[config.mk]
export PLATFORM = sky130hd
export DESIGN_NAME = post_host_input
export DESIGN_NICKNAME = d
export VERILOG_FILES = /design/src/rtl/post_host_pkg.sv /design/src/rtl/post_pulse_gen.sv /design/src/rtl/post_host_input.sv
export SDC_FILE = /design/constraint.sdc
export NUM_CORES = 1
export LEC_CHECK = 0
export ABC_AREA = 1
export CAP_MARGIN = 5
export CORE_ASPECT_RATIO = 0.75
export CORE_MARGIN = 4
export CORE_UTILIZATION = 61
export DETAILED_ROUTE_END_ITERATION = 7
export PLACE_DENSITY = 0.79
export SLEW_MARGIN = 15
export SYNTH_ARGS = -nofsm -noshare
export SYNTH_HDL_FRONTEND = slang
export SYNTH_HIERARCHICAL = 1
export SYNTH_SLANG_ARGS = --single-unit
[constraint.sdc]
create_clock -name refclk -period 4.2 [get_ports refclk]
set_input_delay 0.63 -clock refclk [delete_from_list [all_inputs] [get_ports refclk]]
set_output_delay 0.63 -clock refclk [all_outputs]
set_load 0.005 [all_outputs]
[src/rtl/post_host_pkg.sv]
// ============================================================================
// Module  : post_host_pkg
// Brief   : Shared state encodings and protocol constants for the POST host.
// Revision: 1.0
// ============================================================================
`default_nettype none

package post_host_pkg;

    typedef enum logic [2:0] {
        ST_SYNC  = 3'd0,
        ST_IDLE  = 3'd1,
        ST_CMD   = 3'd2,
        ST_POLL  = 3'd3,
        ST_DATA  = 3'd4,
        ST_CHAIN = 3'd5,
        ST_BRK   = 3'd6
    } state_t;

    typedef enum logic [1:0] {
        PG_IDLE = 2'd0,
        PG_HIGH = 2'd1,
        PG_LOW  = 2'd2
    } pg_state_t;

    localparam int SYNC_PULSES      = 4;
    localparam int CMD_INPUT_PULSES = 4;
    localparam int DATA_BITS        = 8;

    // Pulse-index compare values sized to the 3-bit sequencing counter
    localparam logic [2:0] SYNC_LAST = 3'(SYNC_PULSES - 1);
    localparam logic [2:0] SYNC_BRK  = 3'(SYNC_PULSES);
    localparam logic [2:0] CMD_LAST  = 3'(CMD_INPUT_PULSES - 1);
    localparam logic [2:0] DATA_LAST = 3'(DATA_BITS - 1);

endpackage

`default_nettype wire

[src/rtl/post_pulse_gen.sv]
// ============================================================================
// Module  : post_pulse_gen
// Brief   : Emits one REQ pulse (high then gap) or one break, samples ACK.
// Revision: 1.0
// ============================================================================
`default_nettype none

module post_pulse_gen
    import post_host_pkg::*;
#(
    parameter int PWID_CYC  = 1,
    parameter int PGAP_CYC  = 1,
    parameter int BREAK_CYC = 50
) (
    input  logic clk,
    input  logic reset,
    input  logic go,
    input  logic brk,
    input  logic ack,
    output logic req,
    output logic idle,
    output logic done,
    output logic ack_smp
);

    localparam int MAX_CYC = (PWID_CYC > PGAP_CYC)
                           ? ((PWID_CYC > BREAK_CYC) ? PWID_CYC : BREAK_CYC)
                           : ((PGAP_CYC > BREAK_CYC) ? PGAP_CYC : BREAK_CYC);
    localparam int CW = $clog2(MAX_CYC + 1);

    localparam logic [CW-1:0] WID_LD = CW'(PWID_CYC - 1);
    localparam logic [CW-1:0] GAP_LD = CW'(PGAP_CYC - 1);
    localparam logic [CW-1:0] BRK_LD = CW'(BREAK_CYC - 1);

    pg_state_t     state;
    logic [CW-1:0] cnt;
    logic [1:0]    ack_sync;

    assign idle = (state == PG_IDLE);
    // done is the last gap cycle so a follow-on go restarts with no dead cycle
    assign done = (state == PG_LOW) && (cnt == '0);

    always_ff @(posedge clk or posedge reset) begin
        if (reset) begin
            state    <= PG_IDLE;
            cnt      <= '0;
            req      <= 1'b0;
            ack_sync <= 2'b00;
            ack_smp  <= 1'b0;
        end else begin
            ack_sync <= {ack_sync[0], ack};
            case (state)
                PG_HIGH: begin
                    if (cnt == '0) begin
                        ack_smp <= ack_sync[1];
                        req     <= 1'b0;
                        state   <= PG_LOW;
                        cnt     <= GAP_LD;
                    end else begin
                        cnt <= cnt - 1'b1;
                    end
                end
                default: begin
                    if (state == PG_IDLE || cnt == '0) begin
                        if (go && brk) begin
                            state <= PG_LOW;
                            cnt   <= BRK_LD;
                        end else if (go) begin
                            state <= PG_HIGH;
                            req   <= 1'b1;
                            cnt   <= WID_LD;
                        end else begin
                            state <= PG_IDLE;
                        end
                    end else begin
                        cnt <= cnt - 1'b1;
                    end
                end
            endcase
        end
    end

endmodule

`default_nettype wire

[src/rtl/post_host_input.sv]
// ============================================================================
// Module  : post_host_input
// Brief   : POST REQ/ACK host initiator: sync, INPUT command, polling, byte rx.
//           Optional poll timeout enabled by macro POST_HOST_TIMEOUT_EN.
// Revision: 1.0
// ============================================================================
`default_nettype none

module post_host_input
    import post_host_pkg::*;
#(
    parameter int PWID_CYC  = 1,
    parameter int PGAP_CYC  = 1,
    parameter int BREAK_CYC = 50
`ifdef POST_HOST_TIMEOUT_EN
    ,
    parameter int MAX_POLL  = 255
`endif
) (
    input  logic       refclk,
    input  logic       reset,
    output logic       testreq,
    input  logic       testack,
    input  logic       rd_req,
    output logic [7:0] rx_data,
    output logic       rx_valid,
    output logic       rx_timeout,
    output logic       busy
);

    state_t     state;
    logic [2:0] pcnt;
    logic [7:0] sr;
    logic       go;
    logic       brk;
    logic       pg_idle;
    logic       pg_done;
    logic       y;
    logic       to_hit;

    post_pulse_gen #(
        .PWID_CYC  (PWID_CYC),
        .PGAP_CYC  (PGAP_CYC),
        .BREAK_CYC (BREAK_CYC)
    ) u_pulse_gen (
        .clk     (refclk),
        .reset   (reset),
        .go      (go),
        .brk     (brk),
        .ack     (testack),
        .req     (testreq),
        .idle    (pg_idle),
        .done    (pg_done),
        .ack_smp (y)
    );

    // Every step except the end of SYNC's break and of BRK launches another pulse or break
    always_comb begin
        go  = 1'b0;
        brk = 1'b0;
        if (pg_idle) begin
            go  = (state != ST_IDLE);
            brk = (state == ST_BRK);
        end else if (pg_done) begin
            go  = !((state == ST_SYNC && pcnt == SYNC_BRK) ||
                    state == ST_BRK || state == ST_IDLE);
            brk = (state == ST_SYNC && pcnt == SYNC_LAST) ||
                  (state == ST_POLL && !y && to_hit) ||
                  (state == ST_DATA && pcnt == DATA_LAST && !rd_req);
        end
    end

    always_ff @(posedge refclk or posedge reset) begin
        if (reset) begin
            state    <= ST_SYNC;
            pcnt     <= 3'd0;
            sr       <= 8'h00;
            rx_data  <= 8'h00;
            rx_valid <= 1'b0;
            busy     <= 1'b1;
        end else begin
            rx_valid <= 1'b0;
            case (state)
                ST_IDLE: begin
                    pcnt <= 3'd0;
                    if (rd_req) begin
                        state <= ST_CMD;
                        busy  <= 1'b1;
                    end
                end
                ST_SYNC: if (pg_done) begin
                    if (pcnt == SYNC_BRK) begin
                        state <= ST_IDLE;
                        busy  <= 1'b0;
                        pcnt  <= 3'd0;
                    end else begin
                        pcnt <= pcnt + 3'd1;
                    end
                end
                ST_CMD: if (pg_done) begin
                    if (pcnt == CMD_LAST) begin
                        state <= y ? ST_DATA : ST_POLL;
                        pcnt  <= 3'd0;
                    end else begin
                        pcnt <= pcnt + 3'd1;
                    end
                end
                ST_POLL: if (pg_done) begin
                    if (y) begin
                        state <= ST_DATA;
                        pcnt  <= 3'd0;
                    end else if (to_hit) begin
                        state <= ST_BRK;
                    end
                end
                ST_DATA: if (pg_done) begin
                    sr <= {sr[6:0], y};
                    if (pcnt == DATA_LAST) begin
                        rx_data  <= {sr[6:0], y};
                        rx_valid <= 1'b1;
                        state    <= rd_req ? ST_CHAIN : ST_BRK;
                        pcnt     <= 3'd0;
                    end else begin
                        pcnt <= pcnt + 3'd1;
                    end
                end
                ST_CHAIN: if (pg_done) begin
                    state <= y ? ST_DATA : ST_POLL;
                    pcnt  <= 3'd0;
                end
                ST_BRK: if (pg_done) begin
                    state <= ST_IDLE;
                    busy  <= 1'b0;
                end
                default: begin
                    state <= ST_SYNC;
                    pcnt  <= 3'd0;
                end
            endcase
        end
    end

`ifdef POST_HOST_TIMEOUT_EN
    logic [7:0] poll_cnt;

    assign to_hit = (poll_cnt == 8'(MAX_POLL - 1));

    always_ff @(posedge refclk or posedge reset) begin
        if (reset) begin
            poll_cnt   <= 8'h00;
            rx_timeout <= 1'b0;
        end else begin
            rx_timeout <= 1'b0;
            if (pg_done) begin
                if ((state == ST_CMD && pcnt == CMD_LAST) || state == ST_CHAIN) begin
                    poll_cnt <= 8'h00;
                end else if (state == ST_POLL && !y) begin
                    rx_timeout <= to_hit;
                    if (poll_cnt != 8'hFF) begin
                        poll_cnt <= poll_cnt + 8'd1;
                    end
                end
            end
        end
    end
`else
    assign to_hit     = 1'b0;
    assign rx_timeout = 1'b0;
`endif

endmodule

`default_nettype wire
==> results of run 1 <==
[layout make-up]
class | instances | area share
Inverter | 39 | 0.0645
Multi-Input combinational cell | 173 | 0.431
Clock inverter | 3 | 0.0203
Tap cell | 40 | 0.0213
Clock buffer | 5 | 0.0293
Sequential cell | 35 | 0.374
Timing Repair Buffer | 14 | 0.0597
[routing by layer]
metal	track usage	wire length [um]
met5	0	0
met1	0.315	2060
met3	0.0512	209
met4	0.0599	23
met2	0.271	1600
[worst max-delay path: cells and delay by family (launching register included)]
kind            cells  cell delay (ns)
simple gates        4             0.77
buf+inv             3             0.65
compound gates      2             0.58
flops               1             0.38
fa+ha+maj           1             0.23
[synth_stat cells]
cell	n	area [um2]
sky130_fd_sc_hd__nand2_1	70	263
sky130_fd_sc_hd__dfrtp_1	34	851
sky130_fd_sc_hd__inv_1	34	128
sky130_fd_sc_hd__o21ai_0	19	95.1
sky130_fd_sc_hd__nand3_1	15	75.1
sky130_fd_sc_hd__nor2_1	14	52.6
sky130_fd_sc_hd__ha_1	8	100
sky130_fd_sc_hd__o21ai_2	8	70.1
sky130_fd_sc_hd__nand4_1	4	25.0
sky130_fd_sc_hd__nor2_4	4	45.0
sky130_fd_sc_hd__buf_6	3	33.8
sky130_fd_sc_hd__inv_2	3	11.3
sky130_fd_sc_hd__nand2_4	3	33.8
sky130_fd_sc_hd__nand3_2	3	30.0
sky130_fd_sc_hd__nor3_1	3	15.0
sky130_fd_sc_hd__o21ai_1	3	15.0
sky130_fd_sc_hd__o22ai_1	3	18.8
sky130_fd_sc_hd__a21oi_1	2	10.0
sky130_fd_sc_hd__inv_4	2	12.5
sky130_fd_sc_hd__nand2_2	2	12.5
sky130_fd_sc_hd__nand2_8	2	40.0
sky130_fd_sc_hd__nand3_4	2	35.0
sky130_fd_sc_hd__xor2_1	2	17.5
sky130_fd_sc_hd__a21oi_2	1	8.76
sky130_fd_sc_hd__buf_2	1	5.00
sky130_fd_sc_hd__buf_4	1	7.51
sky130_fd_sc_hd__conb_1	1	3.75
sky130_fd_sc_hd__dfstp_2	1	26.3
sky130_fd_sc_hd__mux2_1	1	11.3
sky130_fd_sc_hd__nor2_2	1	6.26
sky130_fd_sc_hd__nor2_8	1	20.0
sky130_fd_sc_hd__o21a_1	1	7.51
[worst paths after layout]
| check | start | cells after the start | slack (ns) | end |
|---|---|---|---|---|
| min in group asynchronous | reset | 2 | 0.68 | u_pulse_gen/cnt[2]$_DFFE_PP0P_ |
| max in group asynchronous | reset | 2 | 2.83 | rx_data[5]$_DFFE_PP0P_ |
| max | u_pulse_gen/cnt[0]$_DFFE_PP0P_ | 10 | 1.52 | u_pulse_gen/state[0]$_DFFE_PP0P_ |
| max reg2reg | u_pulse_gen/cnt[0]$_DFFE_PP0P_ | 10 | 1.52 | u_pulse_gen/state[0]$_DFFE_PP0P_ |
| min | u_pulse_gen/ack_sync[0]$_DFF_PP0_ | 0 | 0.37 | u_pulse_gen/ack_sync[1]$_DFF_PP0_ |
| min reg2reg | u_pulse_gen/ack_sync[0]$_DFF_PP0_ | 0 | 0.37 | u_pulse_gen/ack_sync[1]$_DFF_PP0_ |
[flip-flops by register name, summed over array words and instances (netlist names)]
signal and flops:
rx_data 8, sr 7, u_pulse_gen/cnt 6, pcnt 3, state 3, u_pulse_gen/ack_sync 2, u_pulse_gen/state 2, busy 1
rx_valid 1, u_pulse_gen/ack_smp 1, u_pulse_gen/req 1
[metrics by stage]
step / hold slack (ns) / instance area, um2 / cells
global placement: 0.336 / 2230 / 301
floorplan: 0.331 / 2090 / 252
global route: 0.377 / 2350 / 309
detailed placement: 0.348 / 2230 / 301
finish: 0.365 / 2350 / 309
CTS: 0.366 / 2350 / 309
[kinds of logic (layout without fill, tap and decap cells)]
logic type | count (synthesis) | in the layout | share of synthesized area
buffers and inverters | 44 | 61 | 0.0948
xor gates and xnor gates | 2 | 2 | 0.00840
and+or+nand+nor | 124 | 124 | 0.313
other | 1 | 1 | 0.00180
adders and majority gates | 8 | 8 | 0.0480
muxes | 1 | 1 | 0.00540
DFF | 35 | 35 | 0.421
AOI/OAI and AO/OA | 37 | 37 | 0.108
[power breakdown]
group / switching, mW / internal [mW] / total (mW)
logic: 0.00747 / 0.00261 / 0.0101
registers: 0.000240 / 0.338 / 0.338
clock network: 0.137 / 0.180 / 0.316
total: 0.144 / 0.520 / 0.664
==> run metrics, run 1 <==
global route total overflow 0; Detail Placement HPWL between 2 and 3 mm; maximum number of pins on one net before global-route repair 24; antenna diode count 0; commonest non-fill, non-tap cells in the layout 70 x sky130_fd_sc_hd__nand2_1, 34 x sky130_fd_sc_hd__inv_1, 34 x sky130_fd_sc_hd__dfrtp_1; pins over their slew limit 0; longest individual stage delay on the worst path about 0.5 ns; Slowest cell on crit path sky130_fd_sc_hd__o21ai_0; Gates resized, CTS repair 0; critical path required time 4.42 ns; worst-path fanout max 7; Post-CTS Setup Repair Bufs 0; remaining routing DRC violations 0; Layout Nets 280; total of fill cells in the finished design 270; most repeated library cell on the critical path sky130_fd_sc_hd__inv_1; quantity of I/O buffers inserted on ports 14; Setup Skew 0.00321 ns; max cap viols 0; post-synthesis cell type count 32; fraction of layout cells with a size suffix above 1 0.152; Root Driver sky130_fd_sc_hd__clkbuf_8; Seq cells post-synth 35; commonest non-fill, non-tap cell in the layout sky130_fd_sc_hd__nand2_1; initial DRC count 120; PwrDens about 280 nW/um2; first-pass GRT wire length about 6.6 mm; Pleak ~1.2 nW; final hold violation count 0; num ports 16; gpl congestion about 0.87; IR drop worst, VDD approximately 0.32 mV; via/cell ratio slightly above 5; via count of the first global-routing pass approximately 1500; ordered cell list for the critical path inv_1 > ha_1 > nand3_4 > nor3_1 > inv_1 > o21ai_0 > inv_1 > nor3_1 > nand2_1 > o21ai_0; clock sink total 35; die height roughly 60 um; minimum clock period after layout 2.68 ns; worst-case headroom to the max-slew limit 0.425; storage element area 877 um2; Yosys Warn Count 6; final setup violation count 0; area of the die about 4400 um2; clk slew on worst S/H paths approximately 0.08 ns; mean instance size in the synthesized netlist 8.28 um2; CTS tree done; Die X 75.5 um; sort of element at the end of the critical path register; wire length reported by the detailed router 3.90 mm; critical path class reg -> reg; insertion delay of the later-clocked pin in the worst-skew pair just under 0.3 ns; TritonRoute pass-1 iters 4; cts hold-fix bufs 0; end-of-flow core utilization 0.713; unrepaired setup endpoints after global routing no; run status complete, no violations; setup slack after layout roughly 1.5 ns; ratio of final minimum period to clock period 0.639; post-synthesis net count ~260; floorplan core area 3290 um2; Tightest Pin Transition around 0.86 ns; sequential fraction of the synthesis area 0.421; overall track demand over capacity in global routing 0.200; Syn Std Cell Area 2090 um2; number of buffers created by CTS 5; Post-Place Setup Slack between 1.5 and 2 ns; number of buffers on the longest clock path 2; setup TNS after final layout 0 ns; post-synthesis to final-layout area growth 12.5%; Antenna Violating Nets Remaining 0; Achievable Freq about 370 MHz; count of H-tree levels built during CTS 2; Hold Crit Class reg -> reg; count of mapped cells out of synthesis between 200 and 300; detailed-route via count between 1500 and 2000; area taken by multi-input logic gates 1010 um2; starting density of the core 0.634; startpoint kind of the worst setup timing path register; Worst EP arrival a little under 3 ns; routed wire length per instance around 13 um; total chip power about 0.66 mW; Cell Rows 18; initial antenna violation count 0
No activity file was read; power rests on OpenSTA's default activity.
==> inputs of run 2 (changes only) <==
--- a/config.mk
+++ b/config.mk
@@ -9,9 +9,9 @@
 export CAP_MARGIN = 5
 export CORE_ASPECT_RATIO = 0.75
 export CORE_MARGIN = 4
-export CORE_UTILIZATION = 61
+export CORE_UTILIZATION = 52
 export DETAILED_ROUTE_END_ITERATION = 7
-export PLACE_DENSITY = 0.79
+export PLACE_DENSITY = 0.71
 export SLEW_MARGIN = 15
 export SYNTH_ARGS = -nofsm -noshare
 export SYNTH_HDL_FRONTEND = slang
==> constraint.sdc (replaced) <==
create_clock -name refclk -period 2.2 [get_ports refclk]
set_input_delay 0.33 -clock refclk [delete_from_list [all_inputs] [get_ports refclk]]
set_output_delay 0.33 -clock refclk [all_outputs]
set_load 0.005 [all_outputs]
==> run 2 against run 1 <==
Effect of this change:
- final cell count rose by 5.5%
- sequential share of layout area fell by 0.41 points
- clock skew rose by 0.0020 ns
- non-clock buffer count rose by 5
- count of clock-buffer cells in the layout rose by 1
- die area rose by 15%
- highest routed layer unchanged
- critical endpoint is now state[2]$_DFFE_PP0P_
==> run metrics, run 2 (synthesis gave the netlist of run 1 again) <==
endpoint of the worst register-to-register path state[2]$_DFFE_PP0P_; remaining routing DRC violations 0 (unchanged); count of H-tree levels built during CTS 2 (unchanged); CTS tree done; clock sink total 35 (unchanged); worst-path fanout max 6 (-1); number of flip-flops under the largest register name 8 (unchanged); sort of element at the end of the critical path register; hold_sp u_pulse_gen/ack_sync[0]$_DFF_PP0_; commonest non-fill, non-tap cells in the layout 70 x sky130_fd_sc_hd__nand2_1, 34 x sky130_fd_sc_hd__dfrtp_1, 33 x sky130_fd_sc_hd__inv_1; overall track demand over capacity in global routing 0.177 (-0.0230); first-pass GRT wire length 7.00 mm (+5.4%); ordered cell list for the critical path inv_1 > ha_1 > nand3_4 > nor3_2 > buf_4 > nor2_1 > nand2_1 > o21ai_0 > nor2_1 > nand2_2 > nand2_1 > nand2_1; worst flop-to-flop path startpoint u_pulse_gen/cnt[1]$_DFFE_PP0P_; detailed-route via count 1638 (+2.4%); insertion delay of the later-clocked pin in the worst-skew pair 0.28 ns (about the same); Setup Skew 0.00524 ns (+0.00202 ns); Pleak 1.21 nW (+0.82%); most repeated library cell on the critical path sky130_fd_sc_hd__nand2_1; clk slew on worst S/H paths 0.07 ns (about the same); Slowest cell on crit path sky130_fd_sc_hd__dfrtp_1; final setup violation count 0 (unchanged); Gates resized, CTS repair 0 (unchanged); maximum number of pins on one net before global-route repair 24 (unchanged); minimum clock period after layout 2.00 ns (-0.685 ns); final hold violation count 0 (unchanged); number of stages on the worst hold path 0 (unchanged); via count of the first global-routing pass 1548 (+5.4%); startpoint kind of the worst setup timing path register; critical path class reg -> reg; gpl congestion 0.827 (-4.9%); total chip power 1.11 mW (+68%); cts hold-fix bufs 0 (unchanged); floorplan core area 3760 um2 (+14%); die height 62.9 um (+7.2%); Achievable Freq 500 MHz (+34%); longest individual stage delay on the worst path 0.39 ns (-0.12 ns); area of the die 5100 um2 (+15%); Worst Hold Endpoint u_pulse_gen/ack_sync[1]$_DFF_PP0_; IR drop worst, VDD 0.485 mV (+51%); routed wire length per instance 12.2 um (-3.4%); number of buffers on the longest clock path 2 (unchanged); max cap viols 0 (unchanged); post-synthesis to final-layout area growth 13.7%; post-route insts no fill 326 (+5.5%); pins over their slew limit 0 (unchanged); Worst Hold Slack 0.350 ns (-0.0152 ns); commonest non-fill, non-tap cell in the layout sky130_fd_sc_hd__nand2_1; antenna diode count 0 (unchanged); run status complete, no violations; starting density of the core 0.555 (-0.0790); wire length reported by the detailed router 3.97 mm (+1.9%); via/cell ratio 5.02 (-2.9%); Root Driver sky130_fd_sc_hd__clkbuf_8; fraction of layout cells with a size suffix above 1 0.172 (+0.0191); number of buffers created by CTS 5 (unchanged); Die X 81.1 um (+7.4%); PwrDens 469 nW/um2 (+66%); num ports 16 (unchanged); quantity of I/O buffers inserted on ports 14 (unchanged); initial antenna violation count 0 (unchanged); critical path required time 2.37 ns (-2.05 ns); total of fill cells in the finished design 362 (+34%); Antenna Violating Nets Remaining 0 (unchanged); Post-CTS Setup Repair Bufs 0 (unchanged); Hold Crit Class reg -> reg; cell count after placement 318 (+5.6%); Layout Nets 285 (+1.8%); largest registers in the final layout rx_data (8), sr (7), u_pulse_gen/cnt (6); Worst EP arrival 2.17 ns (-0.73 ns); Cell Rows 19 (+1); worst reg2reg path depth 12 (+2); Reg with most FFs rx_data; initial DRC count 117 (-2.5%); TritonRoute pass-1 iters 4 (unchanged); end-of-flow core utilization 0.632 (-0.0819); minimum setup slack among reg-to-reg paths 0.20 ns (-1.32 ns); global route total overflow 0 (unchanged); ratio of final minimum period to clock period 0.909 (+0.270); Detail Placement HPWL 3.00 mm (+2.7%); buffers plus inverters on the worst setup path 2 (-1); CP top delay family simple AND/OR/NAND/NOR gates
==> run 2: worst reg2reg max path, cell delays in order (launching register included) <==
cell and delay (ns):
sky130_fd_sc_hd__dfrtp_1 0.39, sky130_fd_sc_hd__inv_1 0.09, sky130_fd_sc_hd__ha_1 0.20, sky130_fd_sc_hd__nand3_4 0.15, sky130_fd_sc_hd__nor3_2 0.20, sky130_fd_sc_hd__buf_4 0.17
sky130_fd_sc_hd__nor2_1 0.04, sky130_fd_sc_hd__nand2_1 0.07, sky130_fd_sc_hd__o21ai_0 0.09, sky130_fd_sc_hd__nor2_1 0.27, sky130_fd_sc_hd__nand2_2 0.10, sky130_fd_sc_hd__nand2_1 0.07
sky130_fd_sc_hd__nand2_1 0.05
==> run 2: stage by stage <==
step                      setup TNS (ns)  instance area (um2)  setup WS (ns)
after global placement                 0                 2280          0.293
after detailed placement               0                 2280          0.157
after CTS                              0                 2370          0.131
after floorplan                        0                 2090         0.0130
after global routing             -0.0326                 2370        -0.0206
final                                  0                 2370          0.200
==> run 2: worst max-delay path by stage <==
stage / start / end / depth (start not counted)
floorplan: u_pulse_gen/cnt[0]$_DFFE_PP0P_ / u_pulse_gen/state[0]$_DFFE_PP0P_ / 10
global placement: u_pulse_gen/cnt[1]$_DFFE_PP0P_ / rx_data[5]$_DFFE_PP0P_ / 9
detailed placement: u_pulse_gen/cnt[1]$_DFFE_PP0P_ / u_pulse_gen/state[0]$_DFFE_PP0P_ / 10
CTS: u_pulse_gen/cnt[1]$_DFFE_PP0P_ / u_pulse_gen/state[0]$_DFFE_PP0P_ / 10
global route: u_pulse_gen/cnt[1]$_DFFE_PP0P_ / state[1]$_DFFE_PP0P_ / 12
finish: u_pulse_gen/cnt[1]$_DFFE_PP0P_ / state[2]$_DFFE_PP0P_ / 12
==> run 2: layout make-up <==
cell class | count | area (um2) | share of cell area
Timing Repair Buffer | 19 | 178 | 0.0749
Clock buffer | 6 | 72.6 | 0.0306
Inverter | 39 | 151 | 0.0638
Multi-Input combinational cell | 173 | 1020 | 0.428
Tap cell | 52 | 65.1 | 0.0274
Sequential cell | 35 | 877 | 0.370
Clock inverter | 2 | 12.5 | 0.00527
==> run 2: power by group <==
| part | switching (mW) | total (mW) | leakage [nW] | internal (mW) |
|---|---|---|---|---|
| combinational | 0.0145 | 0.0208 | 0.699 | 0.00621 |
| clock | 0.226 | 0.447 | 0.0412 | 0.221 |
| sequential | 0.000381 | 0.645 | 0.466 | 0.645 |
==> run 2: per-layer routing <==
metal  global-route usage  vias to the layer above  wire length (um)
li1                     -                      844                 -
met1                0.270                      762              2050
met2                0.248                       30              1720
met3               0.0432                        2               186
met4               0.0464                        0                13
met5                    0                        -                 0
==> inputs of run 3 (changes only) <==
--- a/config.mk
+++ b/config.mk
@@ -9,9 +9,9 @@
 export CAP_MARGIN = 5
 export CORE_ASPECT_RATIO = 0.75
 export CORE_MARGIN = 4
-export CORE_UTILIZATION = 52
+export CORE_UTILIZATION = 58
 export DETAILED_ROUTE_END_ITERATION = 7
-export PLACE_DENSITY = 0.71
+export PLACE_DENSITY = 0.75
 export SLEW_MARGIN = 15
 export SYNTH_ARGS = -nofsm -noshare
 export SYNTH_HDL_FRONTEND = slang
==> constraint.sdc (replaced) <==
create_clock -name refclk -period 2 [get_ports refclk]
set_input_delay 0.3 -clock refclk [delete_from_list [all_inputs] [get_ports refclk]]
set_output_delay 0.3 -clock refclk [all_outputs]
set_load 0.005 [all_outputs]
==> run 3 against run 2 <==
Effect of this change:
- critical path type unchanged
- highest routed layer unchanged
- global-route usage grew 1.6 points
- sequential share of layout area down 0.71 points
- worst hold slack worse by 0.00096 ns
- critical path depth fell by 1
==> run metrics, run 3 (synthesis gave the netlist of run 1 again) <==
clk slew on worst S/H paths 0.08 ns (about the same); minimum clock period after layout 1.88 ns (-0.123 ns); number of buffers on the longest clock path 2 (unchanged); Pleak 1.23 nW (+1.6%); setup slack after layout 0.123 ns (-0.0772 ns); run status complete, no violations; Post-DP Area 2280 um2 (about the same); number of flip-flops under the largest register name 8 (unchanged); number of buffers created by CTS 5 (unchanged); Root Driver sky130_fd_sc_hd__clkbuf_8; wire length reported by the detailed router 3.92 mm (-1.2%); detailed-route via count 1591 (-2.9%); gpl congestion 0.920 (+11%); ratio of final minimum period to clock period 0.939 (+0.0295); post-synthesis to final-layout area growth 16.0%; Achievable Freq 533 MHz (+6.5%); Setup Skew 0.00874 ns (+0.00350 ns); quantity of I/O buffers inserted on ports 14 (unchanged); post-route cell area 2420 um2 (+2.0%); insertion delay of the later-clocked pin in the worst-skew pair 0.29 ns (about the same); max cap viols 0 (unchanged); total chip power 1.28 mW (+15%); via count of the first global-routing pass 1488 (-3.9%); sort of element at the end of the critical path register; final hold violation count 0 (unchanged); Worst EP arrival 2.05 ns (-0.12 ns); longest individual stage delay on the worst path 0.39 ns (about the same); PwrDens 528 nW/um2 (+13%); fraction of layout cells with a size suffix above 1 0.200 (+0.0285); Post-CTS Setup Repair Bufs 0 (unchanged); CP top delay family simple AND/OR/NAND/NOR gates; Reg with most FFs rx_data; Post-Place Setup Slack 0.0954 ns (-0.0614 ns); starting density of the core 0.617 (+0.0621); unrepaired setup endpoints after global routing no; Slowest cell on crit path sky130_fd_sc_hd__dfrtp_1; first-pass GRT wire length 6.91 mm (-1.3%); most repeated library cell on the critical path sky130_fd_sc_hd__nand2_1; clock sink total 35 (unchanged); antenna diode count 0 (unchanged); overall track demand over capacity in global routing 0.193 (+0.0156); ordered cell list for the critical path inv_2 > ha_4 > nand3_4 > nor3_4 > inv_4 > a21oi_2 > nor2_1 > nor2_2 > nand2_2 > nand2_1 > nand2_1; worst-path fanout max 6 (unchanged); critical path required time 2.17 ns (-0.20 ns); largest registers in the final layout rx_data (8), sr (7), u_pulse_gen/cnt (6); maximum number of pins on one net before global-route repair 24 (unchanged); die height 59.9 um (-4.6%); Layout Nets 286 (+0.35%); commonest non-fill, non-tap cell in the layout sky130_fd_sc_hd__nand2_1; num ports 16 (unchanged); global route total overflow 0 (unchanged); CTS tree done; remaining routing DRC violations 0 (unchanged); IR drop worst, VDD 0.537 mV (+11%); initial DRC count 228 (+95%); Cell Rows 18 (-1); commonest non-fill, non-tap cells in the layout 70 x sky130_fd_sc_hd__nand2_1, 34 x sky130_fd_sc_hd__dfrtp_1, 31 x sky130_fd_sc_hd__inv_1; routed wire length per instance 12.4 um (+2.3%); pins over their slew limit 0 (unchanged); Antenna Violating Nets Remaining 0 (unchanged); setup TNS after final layout 0 ns (unchanged); final setup violation count 0 (unchanged); critical path class reg -> reg; floorplan core area 3380 um2 (-10%); total of fill cells in the finished design 263 (-27%); Detail Placement HPWL 2.95 mm (-1.7%); via/cell ratio 5.05 (+0.52%); TritonRoute pass-1 iters 4 (unchanged); buffers plus inverters on the worst setup path 2 (unchanged); area of the die 4630 um2 (-9.2%); Hold Crit Class in -> async; Die X 77.2 um (-4.8%); count of H-tree levels built during CTS 2 (unchanged); startpoint kind of the worst setup timing path register; initial antenna violation count 0 (unchanged)
run 3: what timing repair did:
item / 4_1_cts / 5_1_grt
hold buffers: 0 / 0
gates resized for setup: 0 / 9
endpoints found under the setup margin: 0 / 5
run 3: layer usage:
layer | GRT usage | up-vias | wire (um)
li1 | - | 842 | -
met2 | 0.287 | 27 | 1650
met1 | 0.284 | 718 | 2090
met3 | 0.0527 | 4 | 152
met4 | 0.0381 | 0 | 29
met5 | 0 | - | 0
run 3: area by class of cell:
type	instances	area [um2]	area share
flip-flops and latches	35	877	0.363
clock buffers	6	82.6	0.0341
inverters	39	154	0.0636
well taps	40	50.0	0.0207
repair buffers	20	185	0.0766
multi-input cells	173	1050	0.436
clock inverters	2	16.3	0.00673
run 3: final timing paths:
kind                                                   start                           endpoint  slack (ns)  depth (start not counted)
setup reg to reg              u_pulse_gen/cnt[1]$_DFFE_PP0P_               state[0]$_DFFE_PP0P_        0.12                         11
setup / recovery              u_pulse_gen/cnt[1]$_DFFE_PP0P_               state[0]$_DFFE_PP0P_        0.12                         11
hold / removal                                         reset     u_pulse_gen/cnt[4]$_DFFE_PP0P_        0.35                          2
max in group asynchronous                              reset     u_pulse_gen/cnt[5]$_DFFE_PP0P_        1.33                          2
hold reg to reg            u_pulse_gen/ack_sync[0]$_DFF_PP0_  u_pulse_gen/ack_sync[1]$_DFF_PP0_        0.35                          0
min in group refclk        u_pulse_gen/ack_sync[0]$_DFF_PP0_  u_pulse_gen/ack_sync[1]$_DFF_PP0_        0.35                          0
run 3: power by group:
group | switching [mW] | leakage, nW | internal, mW | total (mW)
Combinational | 0.0157 | 0.712 | 0.00682 | 0.0225
Sequential | 0.000412 | 0.466 | 0.709 | 0.710
Clock | 0.264 | 0.0474 | 0.281 | 0.545
run 3: per-stage QoR:
step                 util  instances  hold WS (ns)
floorplan               -        252         0.165
finish              0.716        315         0.349
detailed placement  0.676        307         0.337
global route        0.716        315         0.358
global placement    0.676        307         0.333
CTS                 0.705        315         0.355
run 3: worst register-to-register path: cells and delay by family, from the launching register on:
kind,cells,cell delay (ns)
buffers and inverters,2,0.22
AND/OR/NAND/NOR,7,0.85
flip-flops,1,0.39
adder cells (fa/ha/maj),1,0.15
AO/OA/AOI/OAI,1,0.14
